$ cat src/rtl/aes_round_sched.sv
// AES encryption round scheduler: sequences AddRoundKey and round-transform engines over Nr rounds.
// Optional key-length selection (keylen port, Nr = 10/12/14) is enabled by defining AES_KEYLEN_SEL_EN.
module aes_round_sched #(
    parameter int NR_DEFAULT = 10,
    parameter int N_W        = 5
) (
    input  logic           ap_clk,
    input  logic           ap_rst,
`ifdef AES_KEYLEN_SEL_EN
    input  logic [1:0]     keylen,
`endif
    input  logic           ap_start,
    output logic           ap_done,
    output logic           ap_idle,
    output logic           ap_ready,
    output logic           ark_start,
    input  logic           ark_done,
    output logic [N_W-1:0] ark_n,
    output logic           rnd_start,
    input  logic           rnd_done,
    output logic           rnd_last,
    output logic           proto_err
);

    typedef enum logic [2:0] {
        S_IDLE,
        S_ARK,
        S_ARK_WAIT,
        S_RND,
        S_RND_WAIT,
        S_FIN
    } state_e;

    state_e         state_q, state_d;
    logic [N_W-1:0] round_q, round_d;
    logic [N_W-1:0] nr_q, nr_d;
    logic           err_q, err_d;
    logic [N_W-1:0] nr_sel;

`ifdef AES_KEYLEN_SEL_EN
    always_comb begin
        case (keylen)
            2'd1:    nr_sel = N_W'(12);
            2'd2:    nr_sel = N_W'(14);
            default: nr_sel = N_W'(10);
        endcase
    end
`else
    assign nr_sel = N_W'(NR_DEFAULT);
`endif

    always_comb begin
        state_d   = state_q;
        round_d   = round_q;
        nr_d      = nr_q;
        err_d     = err_q;
        ap_idle   = 1'b0;
        ap_done   = 1'b0;
        ap_ready  = 1'b0;
        ark_start = 1'b0;
        rnd_start = 1'b0;
        rnd_last  = 1'b0;

        // Completions nobody is waiting for are dropped but remembered.
        if ((ark_done && state_q != S_ARK_WAIT) || (rnd_done && state_q != S_RND_WAIT))
            err_d = 1'b1;

        case (state_q)
            S_IDLE: begin
                ap_idle = 1'b1;
                if (ap_start) begin
                    round_d = '0;
                    nr_d    = nr_sel;
                    state_d = S_ARK;
                end
            end
            S_ARK: begin
                ark_start = 1'b1;
                state_d   = S_ARK_WAIT;
            end
            S_ARK_WAIT: begin
                if (ark_done) begin
                    if (round_q == nr_q) begin
                        state_d = S_FIN;
                    end else begin
                        round_d = round_q + N_W'(1);
                        state_d = S_RND;
                    end
                end
            end
            S_RND: begin
                rnd_start = 1'b1;
                rnd_last  = (round_q == nr_q);
                state_d   = S_RND_WAIT;
            end
            S_RND_WAIT: begin
                if (rnd_done)
                    state_d = S_ARK;
            end
            S_FIN: begin
                ap_done  = 1'b1;
                ap_ready = 1'b1;
                state_d  = S_IDLE;
            end
            default: state_d = S_IDLE;
        endcase
    end

    assign ark_n     = round_q;
    assign proto_err = err_q;

    always_ff @(posedge ap_clk) begin
        if (ap_rst) begin
            state_q <= S_IDLE;
            round_q <= '0;
            nr_q    <= N_W'(NR_DEFAULT);
            err_q   <= 1'b0;
        end else begin
            state_q <= state_d;
            round_q <= round_d;
            nr_q    <= nr_d;
            err_q   <= err_d;
        end
    end

endmodule

$ cat config.mk
export PLATFORM = sky130hd
export DESIGN_NAME = aes_round_sched
export DESIGN_NICKNAME = d
export VERILOG_FILES = /design/src/rtl/aes_round_sched.sv
export SDC_FILE = /design/constraint.sdc
export NUM_CORES = 1
export LEC_CHECK = 0
export ABC_AREA = 0
export CAP_MARGIN = 0
export CORE_MARGIN = 4
export CORE_UTILIZATION = 35
export CTS_BUF_LIST = sky130_fd_sc_hd__clkbuf_4 sky130_fd_sc_hd__clkbuf_8
export DETAILED_ROUTE_END_ITERATION = 8
export PLACE_DENSITY = 0.65
export REMOVE_ABC_BUFFERS = 1
export SLEW_MARGIN = 10
export SYNTH_ARGS = -nofsm -noshare
export SYNTH_HDL_FRONTEND = slang
export SYNTH_SLANG_ARGS = --single-unit
$ cat constraint.sdc
create_clock -name ap_clk -period 1.3 [get_ports ap_clk]
set_clock_uncertainty 0.1 [all_clocks]
set_input_delay 0.26 -clock ap_clk [delete_from_list [all_inputs] [get_ports ap_clk]]
set_output_delay 0.26 -clock ap_clk [all_outputs]
set_load 0.05 [all_outputs]
# After elaboration in Yosys (flattened, before gate mapping)
# Cells that the tools add are included.
word_totals:
  in_bits: 5
  reg_bits: 9
  output_inout_bits: 12
  wordCells: 37
classes:
  reduce_logical: 7
  eq_ne: 12
  n_mux: 14
  add_sub_neg: 1
ops:
  columns: ["cell", "count"]
  rows:
  - ["5-bit two-way mux", 3]
  - ["3-bit one-hot mux with 5 select lines", 1]
  - ["3-bit two-way mux", 4]
  - ["5-bit one-hot mux with 2 select lines", 1]
  - ["2-bit inequality test, second input constant", 4]
  - ["3-bit by 2-bit equality test with 1-bit output, second input constant", 2]
  - ["3-bit equality test, second input constant", 2]
  - ["5-bit by 1-bit adder with 5-bit output, second input constant", 1]
  - ["5-bit by 4-bit equality test with 1-bit output, second input constant", 1]
  - ["1-bit two-way mux", 5]
  - ["4-bit AND reduction", 1]
  - ["3-bit by 1-bit equality test with 1-bit output, second input constant", 1]
  - ["3-bit zero test", 1]
  - ["3-bit by 2-bit inequality test with 1-bit output, second input constant", 1]
  - ["3-bit inequality test, second input constant", 1]
  - ["3-bit AND reduction", 1]
  - ["1-bit logical AND", 2]
  - ["2-bit nonzero test", 1]
  - ["1-bit logical OR", 1]

# Depth between registers and ports, before layout
# Gate-level depths: netlist (run 1).
depth:
  ltp_word: 4
  depth_mapped: 5
  mapped_depth_nobuf: 5

# Worst setup path after synthesis (run 1)
# Ideal clock, no wire load.
synth_timing:
  path_type: "flip-flop to output port"
  start: "reg round_q[1] (netlist: ark_n[1])"
  end: "out rnd_last"
  path_stages_with_launch: 4
  arrival_ns: 1.798
  n_path_buf: 0
  required_ns: 0.940
  path_slack_ns: -0.858
  cell_sequence: "dfxtp_1 ha_1 nand4bb_4 nor2_1"
synth_via:
  elab_chain_cells: 2
synth_lines:
  columns: ["item", "line", "text"]
  rows:
  - ["start: declaration", "35", "logic [N_W-1:0] round_q, round_d;"]
  - ["start signal: assignment", "120", "round_q <= round_d;"]
  - ["5-bit by 4-bit equality test with 1-bit output", "93", "rnd_last = (round_q == nr_q);"]
  - ["1-bit two-way mux", "68", "case (state_q)"]
  - ["end: declaration", "21", "output logic rnd_last,"]
# Every way passes these cells.

# Final worst setup path (run 1)
layout_timing:
  start: "reg state_q[1]"
  end: "out ap_idle"
layout_via:
  elab_chain_cells: 2
layout_lines:
  columns: ["item", "line", "text"]
  rows:
  - ["start: declaration", "34", "state_e state_q, state_d;"]
  - ["start signal: assignment", "119", "state_q <= state_d;"]
  - ["3-bit zero test", "68", null]
  - ["1-bit two-way mux", "68", null]
  - ["end: declaration", "14", "output logic ap_idle,"]
# Every way passes these cells.

==> results of run 1 <==
[kinds of logic after synthesis]
group | Yosys count | share of synthesized area (%)
and+or+nand+nor | 35 | 40.2
AOI/OAI and AO/OA | 13 | 18.5
DFF | 9 | 28.9
buffers and inverters | 8 | 8.43
adders and majority gates | 2 | 4.02
[state kept, by name, summed over array words and instances (netlist names)]
name	count
ark_n	5
proto_err	1
state_q	3
[area by class of cell]
type,instances,area share [%]
tap,24,2.16
inverter,4,1.26
clock buffer,4,2.16
sequential,9,14.1
timing repair buffer,53,43.7
multi-input combinational,50,36.5
[worst min-delay path, delay by kind of cell, from the launching register on]
kind	cells	cell delay (ns)
AOI/OAI and AO/OA	1	0.08
and+or+nand+nor	1	0.16
DFF	1	0.35
[routing by layer]
layer | up-vias | routed length (um) | GRT usage [%] | share of wire (%)
met4 | 0 | 70 | 5.07 | 2.5
met5 | - | 0 | 0 | 0
li1 | 357 | - | - | -
met1 | 405 | 1130 | 19.9 | 40
met2 | 41 | 1450 | 34.8 | 51
met3 | 11 | 187 | 7.10 | 6.6
[stage by stage]
stage                     instance area [um2]  power, mW
after floorplan                           586      0.437
after detailed placement                 1080      0.611
final                                    1390       1.00
after CTS                                1260      0.910
after global routing                     1390       1.03
after global placement                   1080      0.607
[worst max path at each step]
stage | slack [ns] | to
final | -0.30 | ap_idle
after global routing | -0.33 | rnd_last
after CTS | -0.29 | rnd_last
after detailed placement | -0.32 | ark_n[2]$_SDFFE_PP0P_
after global placement | -0.26 | ark_n[2]$_SDFFE_PP0P_
after floorplan | -0.92 | ap_done
[Yosys cell counts (2+ instances only)]
cell	n	area, um2
sky130_fd_sc_hd__dfxtp_1	9	180
sky130_fd_sc_hd__nand2_1	7	26.3
sky130_fd_sc_hd__inv_1	4	15.0
sky130_fd_sc_hd__nor2_1	4	15.0
sky130_fd_sc_hd__nor3_1	4	20.0
sky130_fd_sc_hd__nand2b_1	3	18.8
sky130_fd_sc_hd__nand4b_1	3	26.3
sky130_fd_sc_hd__o21ai_0	3	15.0
sky130_fd_sc_hd__buf_4	2	15.0
sky130_fd_sc_hd__buf_6	2	22.5
sky130_fd_sc_hd__ha_1	2	25.0
sky130_fd_sc_hd__nand3_1	2	10.0
sky130_fd_sc_hd__nor2b_1	2	12.5
[power breakdown]
| group | switching [mW] | internal, mW | total (mW) |
|---|---|---|---|
| combinational | 0.200 | 0.234 | 0.434 |
| sequential | 0.0225 | 0.288 | 0.311 |
| clock | 0.118 | 0.140 | 0.257 |
[what timing repair did]
| action | 4_1_cts | 5_1_grt |
|---|---|---|
| gates resized for setup | 32 | 16 |
| hold buffers | 0 | 0 |
| pin swaps | 8 | 8 |
| endpoints found under the setup margin | 13 | 16 |
| setup buffers | 7 | 8 |
| cloned | 0 | 0 |
==> qor.txt, run 1 <==
Total routing usage reported by global routing -> 18.9%
Violated checks -> setup timing
Post-route minimum period -> 1.60 ns
Net count of the finished layout -> 128
Final Cycle Share -> 123%
Maximum number of pins on one net before global-route repair -> 8
Worst hold-check path type -> reg2reg
CTS sink cnt -> 9
Total die area -> 2520 um2
Most frequent CP cell -> sky130_fd_sc_hd__buf_6
Wire length per cell -> 19.7 um
Clk_lat worst skew -> 0.28 ns
Distinct cell type count after synthesis -> 33
Upper clock frequency limit -> 0.626 GHz
Number of antenna diodes -> 0
P per Cell Area -> 721 nW/um2
Critical path cell sequence -> buf_6 -> nor3_4 -> buf_6 -> buf_12
Peak supply drop -> 0.663 mV
Reg2reg start -> state_q[2]$_SDFFE_PP0P_
Number of antenna violations at the first check in global routing -> 0
Leakage power summed over all cells -> 0.571 nW
Setup Total Neg Slack -> -2.75 ns
Synth async-reset ratio -> 0%
Drt pass-1 iters -> 4
Count of vias placed by the detailed router -> 814
Mean instance size in the synthesized netlist -> 9.30 um2
Worst EP arrival -> 1.24 ns
Final setup margin -> -0.298 ns
TritonCTS Buffers -> 3
Share of post-route cells with drive strength above 1 -> 71.7%
Area of the multi-input gates -> 508 um2
Commonest non-fill, non-tap cells in the layout -> 27 x sky130_fd_sc_hd__buf_4, 13 x sky130_fd_sc_hd__buf_12, 8 x sky130_fd_sc_hd__buf_6
Largest delay contributor family on the critical path -> flip-flops
Count of max-cap constraint violations -> 0
Seq cells post-synth -> 9
Cell count of the worst hold path -> 2
Maximum buffer depth of the clock tree -> 2
DRC viols -> 0
Via-per-instance ratio -> 5.65
Die Width -> 50.2 um
Non-filler instance count after layout -> 144
End of the worst hold path -> proto_err$_SDFFE_PP0P_
# H-tree levels -> 1
Max Slew Vio Count -> 0
Relative area change from synthesis to final layout -> 123%
Number of hold violations in the final report -> 0
Endpoint required time on the critical path -> 0.94 ns
Placer Congestion -> 0.826
Number of global-route vias before repair -> 808
Total area of sequential cells -> 196 um2
TritonCTS clock tree -> done
Part of the Yosys area used for sequential elements -> 28.9%
Number of design-rule violations left by the first detailed-router iteration -> 22
Wire length of the first global-routing pass -> 3660 um
Overflow left after global routing -> 0
Status -> complete, but fails checks
I/O Pins -> 17
Worst Setup Slack post-DPL -> -0.315 ns
Number of filler instances in the final layout -> 62
Final number of setup-violating endpoints -> 14
Number of instances in the placed design -> 126
Leading cell type in the layout, fill and taps excluded -> sky130_fd_sc_hd__buf_4
Kind of critical path -> reg2out
Core Rows -> 14
Buffer type at the clock tree root -> sky130_fd_sc_hd__clkbuf_4
Setup crit start -> state_q[1]$_SDFFE_PP0P_
Count of warnings emitted by yosys -> 0
Clock slew at the register clock pins of the worst setup and hold paths -> 0.08 ns
Post-route ant nets -> 0
Highest-delay cell along the critical path -> sky130_fd_sc_hd__dfxtp_4
Port Buf Inserts -> 16
CP Capture Type -> primary output
EDFF count, synth -> 0
Ys flop type -> sky130_fd_sc_hd__dfxtp_1
Setup repair after global routing missed its margin -> true
Category of the worst setup path launch point -> flip-flop
Worst path buffer plus inverter count -> 3
Cell area after technology mapping -> 623 um2
Starting density of the core -> 39.1%
Critical register-to-register path endpoint -> ark_n[1]$_SDFFE_PP0P_
Count of cell instances traversed by the critical path -> 4
Normalized max-slew margin -> 82.5%
Number of instances in the synthesized netlist -> 67
Overall die height -> 50.2 um
CP peak stage delay -> 0.37 ns
R2R Setup Slk -> -0.21 ns
Share of the core filled with cells -> 87.2%
Worst-margin pin slew -> 0.261 ns
Half-perimeter wire length after detailed placement -> 1370 um
Crit path max fanout -> 5
Final Routed Wirelength -> 2840 um
Beginning of the worst hold path -> proto_err$_SDFFE_PP0P_
Core ar. -> 1590 um2
Worst r2r path cells -> 6
Hold slack final -> 0.538 ns
Note: power is estimated with default switching activity, not from simulation.
==> run 2: changes to the inputs <==
CAP_MARGIN = 20   (was 0)
==> results of run 2 <==
Final layout, timing and power as in run 1 (identical DEF).
==> run 3: changes to the inputs <==
CORE_ASPECT_RATIO = 1.1   (was default)
==> qor.txt, run 3 (synthesis gave the netlist of run 1 again) <==
Critical register-to-register path endpoint -> ark_n[0]$_SDFFE_PP0P_
Starting density of the core -> 38.2% (-0.93 points)
CP Capture Type -> primary output
Number of filler instances in the final layout -> 85 (+37%)
Normalized max-slew margin -> 75.3% (-7.2 points)
Port Buf Inserts -> 16 (unchanged)
Final setup margin -> -0.288 ns (+0.0101 ns)
Final number of setup-violating endpoints -> 12 (-2)
Finished layout cell area -> 1320 um2 (-5.3%)
Count of max-cap constraint violations -> 0 (unchanged)
Number of antenna violations at the first check in global routing -> 0 (unchanged)
Buffer type at the clock tree root -> sky130_fd_sc_hd__clkbuf_4
Upper clock frequency limit -> 0.630 GHz (+0.64%)
Number of global-route vias before repair -> 806 (-0.25%)
Worst Setup Slack post-DPL -> -0.342 ns (-0.0266 ns)
Met2 wirelength from detailed routing -> 1170 um (-19%)
Overall die height -> 52.3 um (+4.1%)
Violated checks -> setup timing
Worst r2r path cells -> 6 (unchanged)
Category of the worst setup path launch point -> flip-flop
Worst hold-check path type -> reg2reg
Core Rows -> 15 (+1)
Amount of wire on met3 after detailed routing -> 103 um (-45%)
R2R Setup Slk -> -0.20 ns (about the same)
Total routing usage reported by global routing -> 19.2% (+0.30 points)
Placer Congestion -> 0.878 (+6.2%)
Commonest non-fill, non-tap cells in the layout -> 23 x sky130_fd_sc_hd__buf_4, 12 x sky130_fd_sc_hd__buf_12, 8 x sky130_fd_sc_hd__buf_6
I/O Pins -> 17 (unchanged)
End of the worst hold path -> ark_n[4]$_SDFFE_PP0P_
Worst EP arrival -> 1.23 ns (about the same)
Endpoint required time on the critical path -> 0.94 ns (about the same)
# H-tree levels -> 1 (unchanged)
Wire length of the first global-routing pass -> 3400 um (-7.0%)
Count of vias placed by the detailed router -> 722 (-11%)
Half-perimeter wire length after detailed placement -> 1460 um (+6.5%)
CTS sink cnt -> 9 (unchanged)
Crit path max fanout -> 2 (-3)
Setup repair after global routing missed its margin -> true
P per Cell Area -> 716 nW/um2 (-0.64%)
Setup Total Neg Slack -> -1.89 ns (+0.862 ns)
Wire length per cell -> 16.5 um (-16%)
Core ar. -> 1630 um2 (+2.4%)
Number of hold violations in the final report -> 0 (unchanged)
Clock slew at the register clock pins of the worst setup and hold paths -> 0.07 ns (about the same)
Total chip power -> 0.943 mW (-5.9%)
Final Cycle Share -> 122% (-0.78 points)
Total die area -> 2520 um2 (about the same)
Leading cell type in the layout, fill and taps excluded -> sky130_fd_sc_hd__buf_4
Max FFs per register -> 5 (unchanged)
Status -> complete, but fails checks
Clk_lat worst skew -> 0.26 ns (-0.02 ns)
Max Slew Vio Count -> 0 (unchanged)
Beginning of the worst hold path -> ark_n[4]$_SDFFE_PP0P_
Number of antenna diodes -> 0 (unchanged)
Cell area after placement -> 1080 um2 (+0.12%)
Overflow left after global routing -> 0 (unchanged)
Post-route minimum period -> 1.59 ns (-0.0101 ns)
Maximum buffer depth of the clock tree -> 2 (unchanged)
Cell count of the worst hold path -> 3 (+1)
Maximum number of pins on one net before global-route repair -> 8 (unchanged)
DRC viols -> 0 (unchanged)
Share of the core filled with cells -> 80.6% (-6.6 points)
TritonCTS Buffers -> 3 (unchanged)
Number of design-rule violations left by the first detailed-router iteration -> 8 (-64%)
Final Routed Wirelength -> 2160 um (-24%)
Via-per-instance ratio -> 5.51 (-2.5%)
Die Width -> 48.2 um (-3.9%)
Peak supply drop -> 0.429 mV (-35%)
Reg2reg start -> ark_n[0]$_SDFFE_PP0P_
Leakage power summed over all cells -> 0.549 nW (-3.9%)
Share of post-route cells with drive strength above 1 -> 69.3% (-2.4 points)
Highest-delay cell along the critical path -> sky130_fd_sc_hd__dfxtp_2
Worst-margin pin slew -> 0.369 ns (+0.108 ns)
CP peak stage delay -> 0.33 ns (-0.04 ns)
Uppermost signal routing layer after detailed routing -> met4
M1 WL -> 840 um (-25%)
Critical path cell sequence -> inv_2 -> ha_4 -> nand4bb_4 -> nor2_4 -> buf_12
Relative area change from synthesis to final layout -> 111%
Net count of the finished layout -> 122 (-4.7%)
Drt pass-1 iters -> 4 (unchanged)
TritonCTS clock tree -> done
Post-route ant nets -> 0 (unchanged)
Kind of critical path -> reg2out
==> run 3: worst max-delay path by stage <==
stage,startpoint,end,slack (ns)
after detailed placement,ap_rst,ark_n[2]$_SDFFE_PP0P_,-0.34
after global placement,ap_rst,ark_n[2]$_SDFFE_PP0P_,-0.30
after CTS,ark_n[0]$_SDFFE_PP0P_,rnd_last,-0.30
after floorplan,state_q[2]$_SDFFE_PP0P_,ap_done,-0.92
after global routing,ark_n[0]$_SDFFE_PP0P_,rnd_last,-0.34
final,ark_n[0]$_SDFFE_PP0P_,rnd_last,-0.29
==> run 3: repair_timing <==
action | in CTS | in global routing
pin swaps | 9 | 11
buffers inserted | 4 | 3
setup endpoints to repair | 13 | 15
hold endpoints to repair | 0 | 0
resized for setup | 27 | 19
hold buffers | 0 | 0
==> run 3: layout make-up <==
cell class              instances  area, um2  area share (%)
repair buffers                 47        543            41.3
multi-input cells              50        510            38.8
clock buffers                   4       30.0            2.28
flip-flops and latches          9        196            14.9
well taps                      17       21.3            1.62
inverters                       4       15.0            1.14
==> run 3: critical path, delay by kind of cell, from the launching register on <==
| kind | cells | cell delay (ns) |
|---|---|---|
| adder cells (fa/ha/maj) | 1 | 0.15 |
| AND/OR/NAND/NOR | 2 | 0.27 |
| buffers and inverters | 2 | 0.21 |
| flip-flops | 1 | 0.33 |
==> run 3: layer usage <==
metal / up-vias / GRT usage [%]
li1: 348 / -
met1: 342 / 19.3
met2: 26 / 34.1
met3: 6 / 5.15
met4: 0 / 9.42
met5: - / 0
==> run 3: per-stage QoR <==
stage	hold WS (ns)	instances
2_1_floorplan	0.229	63
3_3_place_gp	0.466	122
3_5_place_dp	0.490	122
4_1_cts	0.499	130
5_1_grt	0.550	131
6_report	0.513	131
==> run 3: where the power goes <==
group          internal, mW  switching (mW)  leakage [nW]  total, mW
combinational         0.208           0.180         0.453      0.388
sequential            0.288          0.0201        0.0775      0.308
clock                 0.139           0.108        0.0184      0.247
